<file path="src/rtl/seq_det_param.sv">
// rtl/seq_det_param.sv - run-time programmable serial pattern detector
// Mealy compare of the newest len bits against the active pattern, with a saturating match counter.
module seq_det_param #(
  parameter  int MAX_LEN = 8,
  parameter  int CNT_W   = 16,
  localparam int LW      = $clog2(MAX_LEN + 1)
) (
  input  logic               clk,
  input  logic               reset,
  input  logic               cfg_load,
  input  logic [MAX_LEN-1:0] cfg_pattern,
  input  logic [LW-1:0]      cfg_len,
  input  logic               cfg_overlap,
  input  logic               count_clr,
  input  logic               x,
  input  logic               x_valid,
  output logic               detect,
  output logic               detect_q,
  output logic [CNT_W-1:0]   match_count
);

  localparam logic [LW-1:0]    LEN_MAX = LW'(MAX_LEN);
  localparam logic [CNT_W-1:0] CNT_MAX = '1;

  logic [MAX_LEN-1:0] pat;
  logic [LW-1:0]      len;
  logic               ovl;
  logic [MAX_LEN-1:0] hist;
  logic [LW-1:0]      fill;

  logic [LW-1:0]      len_in;
  logic [MAX_LEN-1:0] mask;
  logic [MAX_LEN-1:0] window;
  logic               sample;

  always_comb begin
    len_in = cfg_len;
    if (cfg_len == '0) begin
      len_in = LW'(1);
    end else if (cfg_len > LEN_MAX) begin
      len_in = LEN_MAX;
    end
  end

  // Only the low len bits of the window take part in the compare.
  always_comb begin
    mask = '0;
    for (int i = 0; i < MAX_LEN; i++) begin
      mask[i] = (LW'(i) < len);
    end
  end

  assign window = {hist[MAX_LEN-2:0], x};
  assign sample = x_valid & ~cfg_load;
  assign detect = sample & (fill >= len - LW'(1)) & ((window & mask) == (pat & mask));

  always_ff @(posedge clk) begin
    if (reset) begin
      pat  <= MAX_LEN'(5);
      len  <= LW'(3);
      ovl  <= 1'b1;
      hist <= '0;
      fill <= '0;
    end else if (cfg_load) begin
      pat  <= cfg_pattern;
      len  <= len_in;
      ovl  <= cfg_overlap;
      fill <= '0;
    end else if (x_valid) begin
      hist <= window;
      if (detect && !ovl) begin
        fill <= '0;
      end else if (fill != LEN_MAX) begin
        fill <= fill + LW'(1);
      end
    end
  end

  always_ff @(posedge clk) begin
    if (reset) begin
      detect_q    <= 1'b0;
      match_count <= '0;
    end else begin
      detect_q <= detect;
      if (count_clr) begin
        match_count <= '0;
      end else if (detect && match_count != CNT_MAX) begin
        match_count <= match_count + CNT_W'(1);
      end
    end
  end

endmodule

</file>
<file path="config.mk">
export PLATFORM = sky130hd
export DESIGN_NAME = seq_det_param
export DESIGN_NICKNAME = d
export VERILOG_FILES = /design/src/rtl/seq_det_param.sv
export SDC_FILE = /design/constraint.sdc
export NUM_CORES = 1
export LEC_CHECK = 0
export ABC_AREA = 1
export BUFFER_PORTS_ARGS = -buffer_cell sky130_fd_sc_hd__buf_2
export CORE_MARGIN = 1.5
export CORE_UTILIZATION = 51
export DETAILED_ROUTE_END_ITERATION = 6
export GPL_TIMING_DRIVEN = 0
export PLACE_DENSITY = 0.75
export SLEW_MARGIN = 20
export SYNTH_ARGS = -nofsm -noshare
export SYNTH_HDL_FRONTEND = slang
export SYNTH_SLANG_ARGS = --single-unit
</file>
<file path="constraint.sdc">
create_clock -name clk -period 2.1 [get_ports clk]
set_input_delay 0.21 -clock clk [delete_from_list [all_inputs] [get_ports clk]]
set_output_delay 0.21 -clock clk [all_outputs]
set_load 0.005 [all_outputs]
</file>
# Yosys cells after proc, flatten, opt, wreduce, memory -nomap -nowiden
# Cells that the tools add are included.
# op_classes
addsub	3
n_reduce_logical	9
bitwise_logic	6
n_eq_ne	3
mux	4
magnitude_cmp	10
# op_table
cell	count
16-bit by 1-bit adder with 16-bit output, second input constant	1
8-bit AND	2
3-bit by 4-bit < comparator with 1-bit output, first input constant	4
4-bit 2-to-1 mux	4
16-bit != test, second input constant	1
8-bit == test	1
1-bit by 4-bit < comparator with 1-bit output, first input constant	2
2-bit by 4-bit < comparator with 1-bit output, first input constant	2
4-bit by 1-bit adder with 4-bit output, second input constant	1
4-bit greater-or-equal comparator	1
4-bit greater-than comparator, second input constant	1
4-bit zero test	1
4-bit != test, second input constant	1
2-bit AND reduction	2
2-bit OR reduction	2
4-bit by 1-bit subtractor with 4-bit output, second input constant	1
1-bit AND	3
1-bit logical AND	2
2-bit nonzero test	1
1-bit zero test	1
1-bit inverter	1
# totals
reg_bits	41
in_bits	19
elab_cells	42

# Logic depth before layout (Yosys ltp)
# Gate-level depths: netlist (run 1).
# depth
depth_word	7
depth_mapped	14

# Least setup slack after synthesis (run 1)
# Ideal clock, no wire load.
# synth_timing
path_kind	register to register
from	register len[0]
to	register match_count[0]
setup_time_ps	132
path_buffers	1
arrival_time_ps	1887
synth_period_minus_slack_ps	2019
required_ps	1968
stages_incl_launch_ff	15
path_slack_ps	81
path_cell_list	dfxtp_1 -> inv_1 -> ha_1 -> xnor2_1 -> ha_1 -> nand2_1 -> inv_1 -> nand2_1 -> nand3_1 -> nand2_1 -> nor2_8 -> nand2_4 -> buf_6 -> nand2_1 -> a21oi_1
# synth_via
elab_chain_len	5
word_cells_on_any_way	16
# synth_lines
element	line	source
from (decl)	26	logic [LW-1:0] len;
from (signal assigned)	66	len <= len_in;
4-bit by 1-bit subtractor with 4-bit output, or another cell as far along	55	assign detect = sample & (fill >= len - LW'(1)) & ((window & mask) == (pat & mask));
4-bit greater-or-equal comparator / 8-bit AND (equally long branches)	55	
1-bit AND / 8-bit == test (equally long branches)	55	
1-bit AND *	55	
1-bit logical AND *	87	end else if (detect && match_count != CNT_MAX) begin
to (signal assigned)	88	match_count <= match_count + CNT_W'(1);
to (decl)	19	output logic [CNT_W-1:0] match_count
# Every way passes the cells marked *; elsewhere a longest branch is shown, timed or not.
# A chain may end at the register's enable or synchronous reset.

# Final worst setup path (run 1)
# layout_timing
from	register len[1]
to	output port detect
# layout_via
elab_chain_len	4
word_cells_on_any_way	15
# layout_lines
element	line	source
4-bit by 1-bit subtractor with 4-bit output, or another cell as far along	55	
4-bit greater-or-equal comparator / 8-bit AND (equally long branches)	55	
1-bit AND / 8-bit == test (equally long branches)	55	
1-bit AND *	55	
to (decl)	17	output logic detect,
# Marked as above.

==> results.sh, run 1 <==
export IMPL_syn_avg_cell_area_um2=7.02
export IMPL_ys_seq_elements=41
export IMPL_worst_slack_ns=-0.0439
export IMPL_r2r_setup_slack_ns=0.10
export IMPL_area_growth_syn_to_layout_pct=22.5
export IMPL_synth_most_common_cell="nand2_1"
export IMPL_cts_root_buf="clkbuf_8"
export IMPL_min_path_type="input pin to register"
export IMPL_track_usage_pct=22.8
export IMPL_startpoint="len[1]$_SDFFE_PP1P_"
export IMPL_die_height_um=70.0
export IMPL_drc=0
export IMPL_first_iter_violations=105
export IMPL_clock_latency_ns=0.30
export IMPL_cpPeakStageDelay_ns=0.37
export IMPL_gp_congestion=0.862
export IMPL_synth_common_cells="nand2_1, dfxtp_1, inv_1"
export IMPL_finClkSkew_ns=0.00877
export IMPL_dr_total_vias=2239
export IMPL_synth_top_cell_area_share_pct=35.8
export IMPL_row_count=24
export IMPL_ys_warnings_count=0
export IMPL_path_cells="inv_4 > ha_4 > xnor2_2 > ha_1 > nand2_1 > inv_1 > nand2_1 > nand3_2 > nand2_4 > nor2_8 > buf_8 > buf_6"
export IMPL_port_buffer_count=35
export IMPL_drt_wl_total_um=5270
export IMPL_crit_path_end_kind="output port"
export IMPL_drv_slew=0
export IMPL_cts_tree="done"
export IMPL_insertedDiodeCount=0
export IMPL_reg2reg_to="match_count[2]$_SDFFE_PP0P_"
export IMPL_grt_max_degree=16
export IMPL_async_flop_share_pct=0
export IMPL_fillers=388
export IMPL_cts_max_path_buffers=2
export IMPL_tightest_slew_ns=0.483
export IMPL_rsz0062_at_grt="true"
export IMPL_crit_top_cell="nand2_1"
export IMPL_placed_cell_area_um2=2530
export IMPL_p_total_mw=1.71
export IMPL_utilization_pct=64.9
export IMPL_ys_seq_area_share_pct=35.8
export IMPL_yosys_area_top_type="dfxtp_1"
export IMPL_max_freq_mhz=466
export IMPL_grt_pass1_vias=2009
export IMPL_dpl_hpwl_um=3780
export IMPL_status="finished, violations left"
export IMPL_setup_violations_final=1
export IMPL_cts_hold_buffers=0
export IMPL_cpMaxStageDelayCell="dfxtp_4"
export IMPL_multiInputGateArea_um2=1320
export IMPL_max_slew_margin_rel_pct=67.8
export IMPL_hold_path_startpoint="cfg_pattern[2]"
export IMPL_cp_required_ns=1.89
export IMPL_fin_crit_ns=2.14
export IMPL_cts_made_buffers=5
export IMPL_syn_nets=355
export IMPL_io_pins=37
export IMPL_netlist_area_um2=2290
export IMPL_clkTransAtPathRegs_ns=0.08
export IMPL_fin_setup_tns_ns=-0.0439
export IMPL_r2r_cells=14
export IMPL_ys_types=28
export IMPL_period_share_pct=102
export IMPL_violations="setup timing"
export IMPL_core_um2=4320
export IMPL_drv_cap=0
export IMPL_grt_pass1_wl_um=9030
export IMPL_start_util_pct=53.0
export IMPL_hold_end="pat[2]$_SDFFE_PP1P_"
export IMPL_dieWidth_um=70.0
export IMPL_yosys_most_used_dff="dfxtp_1"
export IMPL_ant_nets=0
export IMPL_hold_viol=0
export IMPL_r2r_start="len[1]$_SDFFE_PP1P_"
export IMPL_grt_overflow=0
export IMPL_arrival_ns=1.93
export IMPL_whs_path_depth=3
export IMPL_dp_slack_ns=-0.213
export IMPL_dr_pass1_iters=5
export IMPL_stdcell_area_um2=2810
export IMPL_viasPerCell=5.21
export IMPL_synth_edf_count=0
export IMPL_regArea_um2=835
export IMPL_wl_per_cell_um=12.2
export IMPL_drive_gt1_share_pct=22.8
export IMPL_nets=406
export IMPL_path_max_fanout=3
export IMPL_p_per_area_nw_per_um2=609
export IMPL_synthCells=326
export IMPL_cts_sinks=41
export IMPL_fp_dieArea_um2=4900
export IMPL_crit_path_start_kind="register"
export IMPL_leakagePower_nw=1.28
export IMPL_worstSetupPathType="register to output port"
export IMPL_synth_area_leaders="dfxtp_1, nand2_1, a21oi_1"
export IMPL_grt_antenna_before_repair=0
export IMPL_cts_htree_levels=2
export IMPL_irDropWorstVdd_uv=437
[layout by cell type (no fill, tap or decap), drive strengths merged]
cell	count
a211oi	1
a21oi	34
buf	48
bufinv	1
clkbuf	11
dfxtp	41
ha	10
inv	43
nand2	76
nand3	34
nand3b	1
nand4	5
nor2	30
nor3	5
o211ai	2
o21ai	19
xnor2	7
xor2	10
[layout make-up]
| class | count | area share, % |
|---|---|---|
| Multi-Input combinational cell | 234 | 47.1 |
| Sequential cell | 41 | 29.8 |
| Timing Repair Buffer | 45 | 9.28 |
| Inverter | 43 | 6.02 |
| Clock buffer | 7 | 3.08 |
| Tap cell | 52 | 2.32 |
| Buffer | 7 | 1.43 |
| Clock inverter | 1 | 1.07 |
[critical path, delay by kind of cell (launching register included)]
kind	cells	cell delay (ns)
XOR/XNOR	1	0.13
adder cells (fa/ha/maj)	2	0.47
buffers and inverters	4	0.31
flip-flops	1	0.37
AND/OR/NAND/NOR	5	0.34
[registers in the layout, indices dropped and copies added, names as in the netlist]
register and count:
detect_q 1, fill 4, hist 7, len 4
match_count 16, ovl 1, pat 8
[per-layer routing]
| metal | track usage (%) | up-vias | routed length [um] |
|---|---|---|---|
| met1 | 31.2 | 1015 | 2450 |
| met3 | 4.33 | 9 | 253 |
| met5 | 0 | - | 0 |
| met4 | 7.05 | 0 | 79 |
| li1 | - | 1158 | - |
| met2 | 36.6 | 57 | 2480 |
[metrics by stage]
step	hold WS, ns	cells
after floorplan	0.288	326
after global placement	0.424	413
after detailed placement	0.432	413
after CTS	0.116	429
after global routing	0.140	430
final	0.125	430
[cells by family after synthesis]
kind of cell | count (synthesis) | share of synthesized area, %
DFF | 41 | 35.8
xor gates and xnor gates | 17 | 6.50
and+or+nand+nor | 151 | 30.3
AOI/OAI and AO/OA | 56 | 12.6
buffers and inverters | 51 | 9.29
adders and majority gates | 10 | 5.46
[worst max path at each step]
stage,slack [ns],endpoint,depth (start not counted)
6_report,-0.04,detect,12
5_1_grt,-0.14,detect,12
3_5_place_dp,-0.21,match_count[2]$_SDFFE_PP0P_,14
2_1_floorplan,0.08,match_count[0]$_SDFFE_PP0P_,14
4_1_cts,-0.07,detect,12
3_3_place_gp,-0.16,match_count[2]$_SDFFE_PP0P_,14
[where the power goes]
group / internal, mW / switching, mW / leakage [nW]
logic: 0.0903 / 0.135 / 0.889
registers: 0.804 / 0.0209 / 0.337
clock network: 0.388 / 0.272 / 0.0585
total: 1.28 / 0.427 / 1.28
[what timing repair did]
item | in CTS | in global routing
setup buffers | 9 | 1
cloned | 0 | 0
setup endpoints to repair | 21 | 21
pin swaps | 5 | 7
resized for setup | 21 | 8
Note: power is estimated with default switching activity, not from simulation.
==> run 2: changes to the inputs <==
--- a/config.mk
+++ b/config.mk
@@ -5,13 +5,12 @@
 export SDC_FILE = /design/constraint.sdc
 export NUM_CORES = 1
 export LEC_CHECK = 0
-export ABC_AREA = 1
 export BUFFER_PORTS_ARGS = -buffer_cell sky130_fd_sc_hd__buf_2
 export CORE_MARGIN = 1.5
-export CORE_UTILIZATION = 51
+export CORE_UTILIZATION = 50
 export DETAILED_ROUTE_END_ITERATION = 6
 export GPL_TIMING_DRIVEN = 0
-export PLACE_DENSITY = 0.75
+export PLACE_DENSITY = 0.74
 export SLEW_MARGIN = 20
 export SYNTH_ARGS = -nofsm -noshare
 export SYNTH_HDL_FRONTEND = slang
==> results.sh, run 2 <==
export IMPL_cts_sinks=41
export IMPL_dr_pass1_iters=4
export IMPL_die_height_um=68.4
export IMPL_place_inst=335
export IMPL_ys_seq_area_share_pct=38.4
export IMPL_cp_required_ns=2.34
export IMPL_cts_max_path_buffers=2
export IMPL_dieWidth_um=68.4
export IMPL_synthCells=250
export IMPL_synth_area_leaders="dfxtp_1, ha_1, xnor2_1"
export IMPL_finClkSkew_ns=0.00644
export IMPL_drive_gt1_share_pct=35.6
export IMPL_grt_pass1_wl_um=8170
export IMPL_syn_avg_cell_area_um2=8.55
export IMPL_ant_nets=0
export IMPL_start_util_pct=52.7
export IMPL_io_pins=37
export IMPL_cts_tree="done"
export IMPL_p_per_area_nw_per_um2=608
export IMPL_status="finished, violations left"
export IMPL_drv_cap=0
export IMPL_r2r_setup_slack_ns=-0.49
export IMPL_grt_pass1_vias=1777
export IMPL_tightest_slew_ns=0.966
export IMPL_grt_overflow=0
export IMPL_largest_reg_flops=16
export IMPL_clkTransAtPathRegs_ns=0.08
export IMPL_wl_met3_um=270
export IMPL_cts_made_buffers=5
export IMPL_crit_path_end_kind="register"
export IMPL_path_cells="nor3_4 > xnor2_1 > ha_2 > a2111oi_4 > or3_1 > buf_6 > buf_4 > or3_4 > or4_1 > nand2_1"
export IMPL_hold_viol=0
export IMPL_setup_violations_final=21
export IMPL_final_cell_mix="dfxtp_1, buf_2, nor2_1"
export IMPL_yosys_area_top_type="dfxtp_1"
export IMPL_dpl_hpwl_um=3350
export IMPL_row_count=23
export IMPL_nets=343
export IMPL_yosys_most_used_dff="dfxtp_1"
export IMPL_fin_crit_ns=2.59
export IMPL_ys_types=38
export IMPL_viasPerCell=5.68
export IMPL_stdcell_area_um2=3020
export IMPL_wl_per_cell_um=16.0
export IMPL_port_buffer_count=35
export IMPL_drc=0
export IMPL_synth_edf_count=0
export IMPL_cts_hold_buffers=0
export IMPL_netlist_area_um2=2140
export IMPL_insertedDiodeCount=0
export IMPL_wl_met1_um=2660
export IMPL_p_total_mw=1.84
export IMPL_path_buf_inv=2
export IMPL_worstSetupPathType="register to register"
export IMPL_fp_dieArea_um2=4680
export IMPL_ys_warnings_count=0
export IMPL_top_regs="match_count x16, pat x8, hist x7"
export IMPL_arrival_ns=2.83
export IMPL_ys_seq_elements=41
export IMPL_synth_most_common_cell="dfxtp_1"
export IMPL_cpMaxStageDelayCell="or4_1"
export IMPL_worst_slack_ns=-0.488
export IMPL_path_max_fanout=4
export IMPL_cts_htree_levels=2
export IMPL_rsz0062_at_grt="true"
export IMPL_first_iter_violations=173
export IMPL_met2_length_um=2830
export IMPL_dr_total_vias=2072
export IMPL_cpPeakStageDelay_ns=0.41
export IMPL_irDropWorstVdd_uv=413
export IMPL_core_um2=4060
export IMPL_placed_cell_area_um2=2500
export IMPL_min_path_type="input pin to register"
export IMPL_grt_antenna_before_repair=0
export IMPL_fin_cells=365
export IMPL_area_growth_syn_to_layout_pct=41.3
export IMPL_syn_nets=279
export IMPL_synth_top_cell_area_share_pct=38.4
export IMPL_violations="setup timing"
export IMPL_top_register="match_count"
export IMPL_leakagePower_nw=1.17
export IMPL_synth_common_cells="dfxtp_1, nor2_1, nand2_1"
export IMPL_crit_path_start_kind="register"
export IMPL_routed_top_layer="met4"
export IMPL_utilization_pct=74.5
export IMPL_fin_setup_tns_ns=-6.92
export IMPL_grt_max_degree=15
export IMPL_track_usage_pct=23.6
export IMPL_dp_slack_ns=-0.469
export IMPL_period_share_pct=123
export IMPL_async_flop_share_pct=0
export IMPL_drv_slew=0
export IMPL_final_common_cell="dfxtp_1"
export IMPL_cts_root_buf="clkbuf_8"
export IMPL_cp_top_family="simple AND/OR/NAND/NOR gates"
export IMPL_max_slew_margin_rel_pct=35.1
export IMPL_gp_congestion=0.781
export IMPL_max_freq_mhz=386
export IMPL_clock_latency_ns=0.30
export IMPL_drt_wl_total_um=5860
export IMPL_timing_hold_ws_ns=0.131
==> run 2: where the power goes <==
group          switching, mW  internal, mW  total [mW]
clock                  0.295         0.356       0.651
combinational          0.188         0.183       0.371
sequential            0.0188         0.796       0.815
==> run 2: path summary, 6_finish.rpt <==
check | start | endpoint | depth (start not counted)
worst min register to register | hist[6]$_SDFFE_PP0P_ | hist[6]$_SDFFE_PP0P_ | 2
worst max-delay path | len[0]$_SDFFE_PP1P_ | match_count[3]$_SDFFE_PP0P_ | 10
worst min-delay path | cfg_pattern[0] | pat[0]$_SDFFE_PP1P_ | 2
worst max register to register | len[0]$_SDFFE_PP1P_ | match_count[3]$_SDFFE_PP0P_ | 10
==> run 2: routing by layer <==
layer	track usage [%]	vias up
met3	5.26	13
met2	35.8	58
met1	32.6	992
met4	8.50	0
met5	0	-
li1	-	1009
==> run 2: cell families (layout without fill, tap and decap cells) <==
group,count (synthesis),after routing,synth area share (%)
mux,8,8,3.75
fa+ha+maj,10,10,5.85
simple gates,110,110,26.7
xor+xnor,20,20,8.19
flops,41,41,38.4
compound gates,42,42,12.8
buf+inv,19,84,4.39
==> run 2: what timing repair did <==
action | 4_1_cts | 5_1_grt
resized for setup | 27 | 26
cloned | 0 | 1
endpoints found under the setup margin | 22 | 21
pin swaps | 15 | 24
setup buffers | 13 | 11
endpoints found under the hold margin | 0 | 0
==> run 2: worst register-to-register path, delay by kind of cell, from the launching register on <==
kind	cells	cell delay [ns]
and+or+nand+nor	5	1.40
buffers and inverters	2	0.28
DFF	1	0.38
adders and majority gates	1	0.25
AOI/OAI and AO/OA	1	0.06
xor gates and xnor gates	1	0.17
==> run 2: final cells by class <==
type	count	area, um^2
Multi-Input combinational cell	190	1510
Fill cell	274	1040
Sequential cell	41	831
Timing Repair Buffer	59	399
Clock buffer	5	68.8
Buffer	10	68.8
Tap cell	50	62.6
Clock inverter	3	46.3
Inverter	7	31.3
